$ cat src/rtl/mem_bus_arbiter.sv
// Shares one single-port memory bus between instruction fetch and the MEM stage.
// A one-entry fetch buffer lets a held PC hit without a new bus transaction.
module mem_bus_arbiter #(
  parameter int ADDR_W = 32,
  parameter int DATA_W = 32
) (
  input  logic              clk,
  input  logic              rst,
  input  logic              if_ce_i,
  input  logic [ADDR_W-1:0] if_addr_i,
  output logic [DATA_W-1:0] if_inst_o,
  output logic              stallreq_if_o,
  input  logic              mem_ce_i,
  input  logic              mem_we_i,
  input  logic [3:0]        mem_sel_i,
  input  logic [ADDR_W-1:0] mem_addr_i,
  input  logic [DATA_W-1:0] mem_data_i,
  output logic [DATA_W-1:0] mem_data_o,
  output logic              stallreq_mem_o,
  input  logic              flush_i,
  output logic              bus_req_o,
  output logic              bus_we_o,
  output logic [3:0]        bus_sel_o,
  output logic [ADDR_W-1:0] bus_addr_o,
  output logic [DATA_W-1:0] bus_wdata_o,
  input  logic [DATA_W-1:0] bus_rdata_i,
  input  logic              bus_ack_i
);

  localparam int WORD_W = ADDR_W - 2;

  typedef enum logic [1:0] {
    ST_IDLE     = 2'd0,
    ST_IF_WAIT  = 2'd1,
    ST_MEM_WAIT = 2'd2,
    ST_MEM_DONE = 2'd3
  } state_t;

  state_t              state_r;
  state_t              state_s;
  logic                issue_mem_s;
  logic                issue_if_s;
  logic                if_ack_s;
  logic                mem_ack_s;
  logic                hit_s;
  logic                mem_done_s;
  logic                store_hit_s;
  logic                unused_s;

  logic                bus_req_r;
  logic                bus_we_r;
  logic [3:0]          bus_sel_r;
  logic [ADDR_W-1:0]   bus_addr_r;
  logic [DATA_W-1:0]   bus_wdata_r;

  logic                buf_valid_r;
  logic [WORD_W-1:0]   buf_addr_r;
  logic [DATA_W-1:0]   buf_inst_r;
  logic [DATA_W-1:0]   mem_rdata_r;

  // Byte offset of the fetch address never matters: the buffer is word-indexed.
  assign unused_s    = ^if_addr_i[1:0];

  assign hit_s       = buf_valid_r && (buf_addr_r == if_addr_i[ADDR_W-1:2]);
  assign mem_done_s  = (state_r == ST_MEM_DONE);
  assign store_hit_s = mem_ack_s && bus_we_r && (bus_addr_r[ADDR_W-1:2] == buf_addr_r);

  assign stallreq_if_o  = if_ce_i && !hit_s;
  assign if_inst_o      = hit_s ? buf_inst_r : {DATA_W{1'b0}};
  assign stallreq_mem_o = mem_ce_i && !mem_done_s;
  assign mem_data_o     = (mem_done_s && !mem_we_i) ? mem_rdata_r : {DATA_W{1'b0}};

  assign bus_req_o   = bus_req_r;
  assign bus_we_o    = bus_we_r;
  assign bus_sel_o   = bus_sel_r;
  assign bus_addr_o  = bus_addr_r;
  assign bus_wdata_o = bus_wdata_r;

  // State register.
  always_ff @(posedge clk or negedge rst) begin
    if (!rst) begin
      state_r <= ST_IDLE;
    end else begin
      state_r <= state_s;
    end
  end

  // Next-state and arbitration; MEM wins ties and only IDLE arbitrates.
  always_comb begin
    state_s     = state_r;
    issue_mem_s = 1'b0;
    issue_if_s  = 1'b0;
    if_ack_s    = 1'b0;
    mem_ack_s   = 1'b0;
    case (state_r)
      ST_IDLE: begin
        if (mem_ce_i && !mem_done_s) begin
          issue_mem_s = 1'b1;
          state_s     = ST_MEM_WAIT;
        end else if (if_ce_i && !hit_s) begin
          issue_if_s = 1'b1;
          state_s    = ST_IF_WAIT;
        end else begin
          state_s = ST_IDLE;
        end
      end
      ST_IF_WAIT: begin
        if (bus_ack_i && bus_req_r) begin
          if_ack_s = 1'b1;
          state_s  = ST_IDLE;
        end else begin
          state_s = ST_IF_WAIT;
        end
      end
      ST_MEM_WAIT: begin
        if (bus_ack_i && bus_req_r) begin
          mem_ack_s = 1'b1;
          state_s   = ST_MEM_DONE;
        end else begin
          state_s = ST_MEM_WAIT;
        end
      end
      ST_MEM_DONE: begin
        state_s = ST_IDLE;
      end
      default: begin
        state_s = ST_IDLE;
      end
    endcase
  end

  // Bus request registers; held stable from issue until the ack edge.
  always_ff @(posedge clk or negedge rst) begin
    if (!rst) begin
      bus_req_r   <= 1'b0;
      bus_we_r    <= 1'b0;
      bus_sel_r   <= 4'h0;
      bus_addr_r  <= {ADDR_W{1'b0}};
      bus_wdata_r <= {DATA_W{1'b0}};
    end else if (issue_mem_s) begin
      bus_req_r   <= 1'b1;
      bus_we_r    <= mem_we_i;
      bus_sel_r   <= mem_sel_i;
      bus_addr_r  <= mem_addr_i;
      bus_wdata_r <= mem_data_i;
    end else if (issue_if_s) begin
      bus_req_r   <= 1'b1;
      bus_we_r    <= 1'b0;
      bus_sel_r   <= 4'hF;
      bus_addr_r  <= if_addr_i;
      bus_wdata_r <= {DATA_W{1'b0}};
    end else if (if_ack_s || mem_ack_s) begin
      bus_req_r <= 1'b0;
    end
  end

  // Fetch buffer and load-data capture; flush beats a same-cycle fetch fill.
  always_ff @(posedge clk or negedge rst) begin
    if (!rst) begin
      buf_valid_r <= 1'b0;
      buf_addr_r  <= {WORD_W{1'b0}};
      buf_inst_r  <= {DATA_W{1'b0}};
      mem_rdata_r <= {DATA_W{1'b0}};
    end else begin
      if (if_ack_s) begin
        buf_inst_r <= bus_rdata_i;
        buf_addr_r <= bus_addr_r[ADDR_W-1:2];
      end
      if (flush_i) begin
        buf_valid_r <= 1'b0;
      end else if (if_ack_s) begin
        buf_valid_r <= 1'b1;
      end else if (store_hit_s) begin
        buf_valid_r <= 1'b0;
      end
      if (mem_ack_s && !bus_we_r) begin
        mem_rdata_r <= bus_rdata_i;
      end
    end
  end

endmodule
$ cat config.mk
export PLATFORM = sky130hd
export DESIGN_NAME = mem_bus_arbiter
export DESIGN_NICKNAME = d
export VERILOG_FILES = /design/src/rtl/mem_bus_arbiter.sv
export SDC_FILE = /design/constraint.sdc
export NUM_CORES = 1
export LEC_CHECK = 0
export ABC_CLOCK_PERIOD_IN_PS = 3800
export CAP_MARGIN = 20
export CORE_UTILIZATION = 31
export DETAILED_ROUTE_END_ITERATION = 6
export PLACE_DENSITY = 0.57
export SLEW_MARGIN = 40
export SYNTH_ARGS = -nofsm -noshare
export SYNTH_HDL_FRONTEND = slang
export SYNTH_SLANG_ARGS = --single-unit
export TNS_END_PERCENT = 50
$ cat constraint.sdc
create_clock -name clk -period 3.8 [get_ports clk]
set_input_delay 0.57 -clock clk [delete_from_list [all_inputs] [get_ports clk]]
set_output_delay 0.57 -clock clk [all_outputs]
set_load 0.02 [all_outputs]
==> flow_metrics.py <==
metrics = {
    "power": {
        "switching_share": 0.359,
        "pwr-share-seq": 0.377,
        "p_comb_frac": 0.427,
        "p_sw_mw": 3.22,
        "p_leak_nw": 5.01,
        "p_int_mw": 5.75,
        "cellPowerDensity_nw_per_um2": 782,
        "irDropWorstVdd_mv": 0.305,
        "power_frac_clock": 0.196,
    },
    "clock_tree": {
        "cts_tree": "yes",
        "clk_pin_slew_worst_paths_ns": 0.07,
        "cts.path.max_buffers": 2,
        "cts_htree_levels": 4,
        "clkSinkCount": 167,
        "insertion_delay_ns": 0.43,
        "clock-root-buffer": "clkbuf_16",
        "numCtsBuffers": 17,
    },
    "sta": {
        "setup_violations": 0,
        "rsz0062_at_grt": "no",
        "tightest_slew_ns": 0.804,
        "hold_violations": 0,
        "setup_ws_ns": 0.0882,
        "fin_crit_ns": 3.71,
        "slew_viol_final": 0,
        "fmax_ghz": 0.269,
        "slew_headroom": 0.464,
        "finClkSkew_ns": 0.0160,
        "min_period_over_period": 0.977,
    },
    "finish": {
        "final_common_cell": "clkdlybuf4s50_1",
        "nFillCells": 2254,
        "final_cell_mix": "clkdlybuf4s50_1 (247), dfrtp_1 (167), mux2_2 (94)",
        "fin_nets": 994,
        "syn_to_final_growth_pct": 50.4,
        "final_core_util": 0.473,
        "drive_gt1_frac": 0.188,
        "stdcell_count": 1192,
        "fin_area_sq_um": 11500,
    },
    "yosys": {
        "synth_area_sq_um": 7620,
        "synth-edff-count": 0,
        "syn_avg_cell_area_sq_um": 13.2,
        "synth_cell_types": 34,
        "ys_warn_count": 0,
        "ys_ff_latch": 167,
        "synth_nets": 718,
        "synth_flop_cell": "dfrtp_1",
        "synth_top_cell_area_share": 0.548,
        "yosysTopAreaCell": "dfrtp_1",
        "async_flop_share": 1.00,
        "netlist_top_cells_area": "dfrtp_1 (55%), mux2_2 (14%), and2_1 (5.3%)",
        "synthCells": 579,
        "yosysSeqAreaShare": 0.548,
    },
    "drt": {
        "routed_wl_microns": 22600,
        "vias": 5720,
        "drc": 0,
        "dr.first_iter.drc_count": 354,
        "vias_per_cell": 4.80,
        "first_pass_iters": 4,
        "final_antenna_net_count": 0,
        "routedWlPerCell_microns": 19.0,
    },
    "worst_setup_path": {
        "cp.arrival_ns": 3.14,
        "crit_path_start_kind": "input pin",
        "reg2reg_to": "bus_addr_o[27]",
        "cp_max_fo": 8,
        "required_ns": 3.23,
        "reg2reg_from": "buf_addr_r[15]",
        "crit_type": "input pin to output pin",
        "reg2reg_depth": 8,
        "rrSetupSlack_ns": 0.97,
        "endpoint_kind": "output pin",
    },
    "die": {
        "floorplan.initialDensity": 0.314,
        "die_h_microns": 159,
        "ios": 275,
        "die_x_microns": 159,
        "rows": 57,
        "core_sq_um": 24200,
        "dieArea_sq_um": 25200,
    },
    "placement": {
        "place_ws_ns": -0.0877,
        "place_area_sq_um": 10800,
        "portBuffers": 274,
        "dp.final_hpwl_microns": 15700,
        "dpl.cell_count": 1156,
        "gp_congestion": 0.766,
    },
    "global_route": {
        "grt_pass1_vias": 6097,
        "grt_max_degree": 71,
        "grt_pass1_wl_microns": 36200,
        "antenna_found_initial": 0,
        "grt_use_total": 0.186,
        "grt.overflow.total": 0,
    },
    "run_status": {
        "status": "completed",
    },
    "run": {
        "maxCapViolCount": 0,
    },
    "min_path": {
        "min_path_type": "input pin to asynchronous set/reset pin",
    },
}
power groups by stage:
stage	clock (mW)	combinational (mW)	sequential, mW
after CTS	1.81	3.88	3.38
final	1.76	3.83	3.38
after global placement	0	3.83	3.40
after global routing	1.89	4.13	3.53
after floorplan	0	1.94	3.64
after detailed placement	0	3.84	3.41
stage by stage:
stage	hold slack [ns]	total power, mW	TNS, ns
2_1_floorplan	0.274	5.58	0
3_3_place_gp	0.481	7.23	-0.0369
3_5_place_dp	0.482	7.25	-2.22
4_1_cts	0.174	9.07	0
5_1_grt	0.189	9.55	0
6_report	0.161	8.97	0
flip-flops by register name (all words and copies together) (netlist names):
signal       count
buf_inst_r      32
bus_addr_o      32
bus_wdata_o     32
mem_rdata_r     32
buf_addr_r      30
bus_sel_o        4
state_r          2
buf_valid_r      1
bus_req_o        1
bus_we_o         1
metal layers:
| metal | vias to the layer above | wire (microns) | GRT usage |
|---|---|---|---|
| li1 | 2675 | - | - |
| met5 | - | 0 | 0 |
| met4 | 0 | 308 | 0.0508 |
| met2 | 194 | 10500 | 0.285 |
| met1 | 2835 | 10400 | 0.255 |
| met3 | 16 | 1400 | 0.0522 |
worst max-delay path by stage:
stage / end / from / slack (ns)
after global routing: if_inst_o[29] / if_addr_i[7] / 0.006
final: if_inst_o[14] / if_addr_i[7] / 0.09
after detailed placement: if_inst_o[2] / if_addr_i[17] / -0.09
after floorplan: if_inst_o[10] / if_addr_i[25] / 0.95
after global placement: if_inst_o[21] / if_addr_i[2] / -0.005
after CTS: if_inst_o[2] / if_addr_i[18] / 0.05
critical path, stage by stage:
cell and delay [ns]:
clkdlybuf4s50_1 0.45, xor2_1 0.17, nor4_2 0.47, nand2_2 0.16, nor4_4 0.24, buf_4 0.18, buf_4 0.16, and2_1 0.14
clkdlybuf4s50_1 0.60
cells in the mapped netlist (8+ instances only):
cell,count
dfrtp_1,167
mux2_2,94
and2_1,65
xor2_1,43
a22o_1,33
o22a_1,32
o221a_1,30
clkbuf_1,22
xnor2_1,16
nor4_1,11
nor2_1,8
logic make-up (layout without fill, tap and decap cells):
family          after synthesis  count (layout)  synth area share
mux                          94              94             0.139
flops                       167             167             0.548
other cells                   0               1                 0
xor+xnor                     59              59            0.0678
buf+inv                      44             332            0.0297
simple gates                107             107            0.0842
compound gates              108             108             0.131
area by class of cell:
class                           count  area [sq um]  area share
Clock inverter                     14           161      0.0141
Antenna cell                        1          2.50    0.000218
Multi-Input combinational cell    368          3290       0.287
Timing Repair Buffer              296          2990       0.260
Clock buffer                       17           425      0.0371
Inverter                            5          18.8     0.00164
Sequential cell                   167          4180       0.364
Tap cell                          324           405      0.0353
timing repair:
item	in CTS	in global routing
hold endpoints to repair	0	0
hold buffers	0	0
setup endpoints to repair	32	21
gates resized for setup	15	19
buffers inserted	2	1
gates cloned	1	0
pin swaps	1	2
Note: power is estimated with default switching activity, not from simulation.
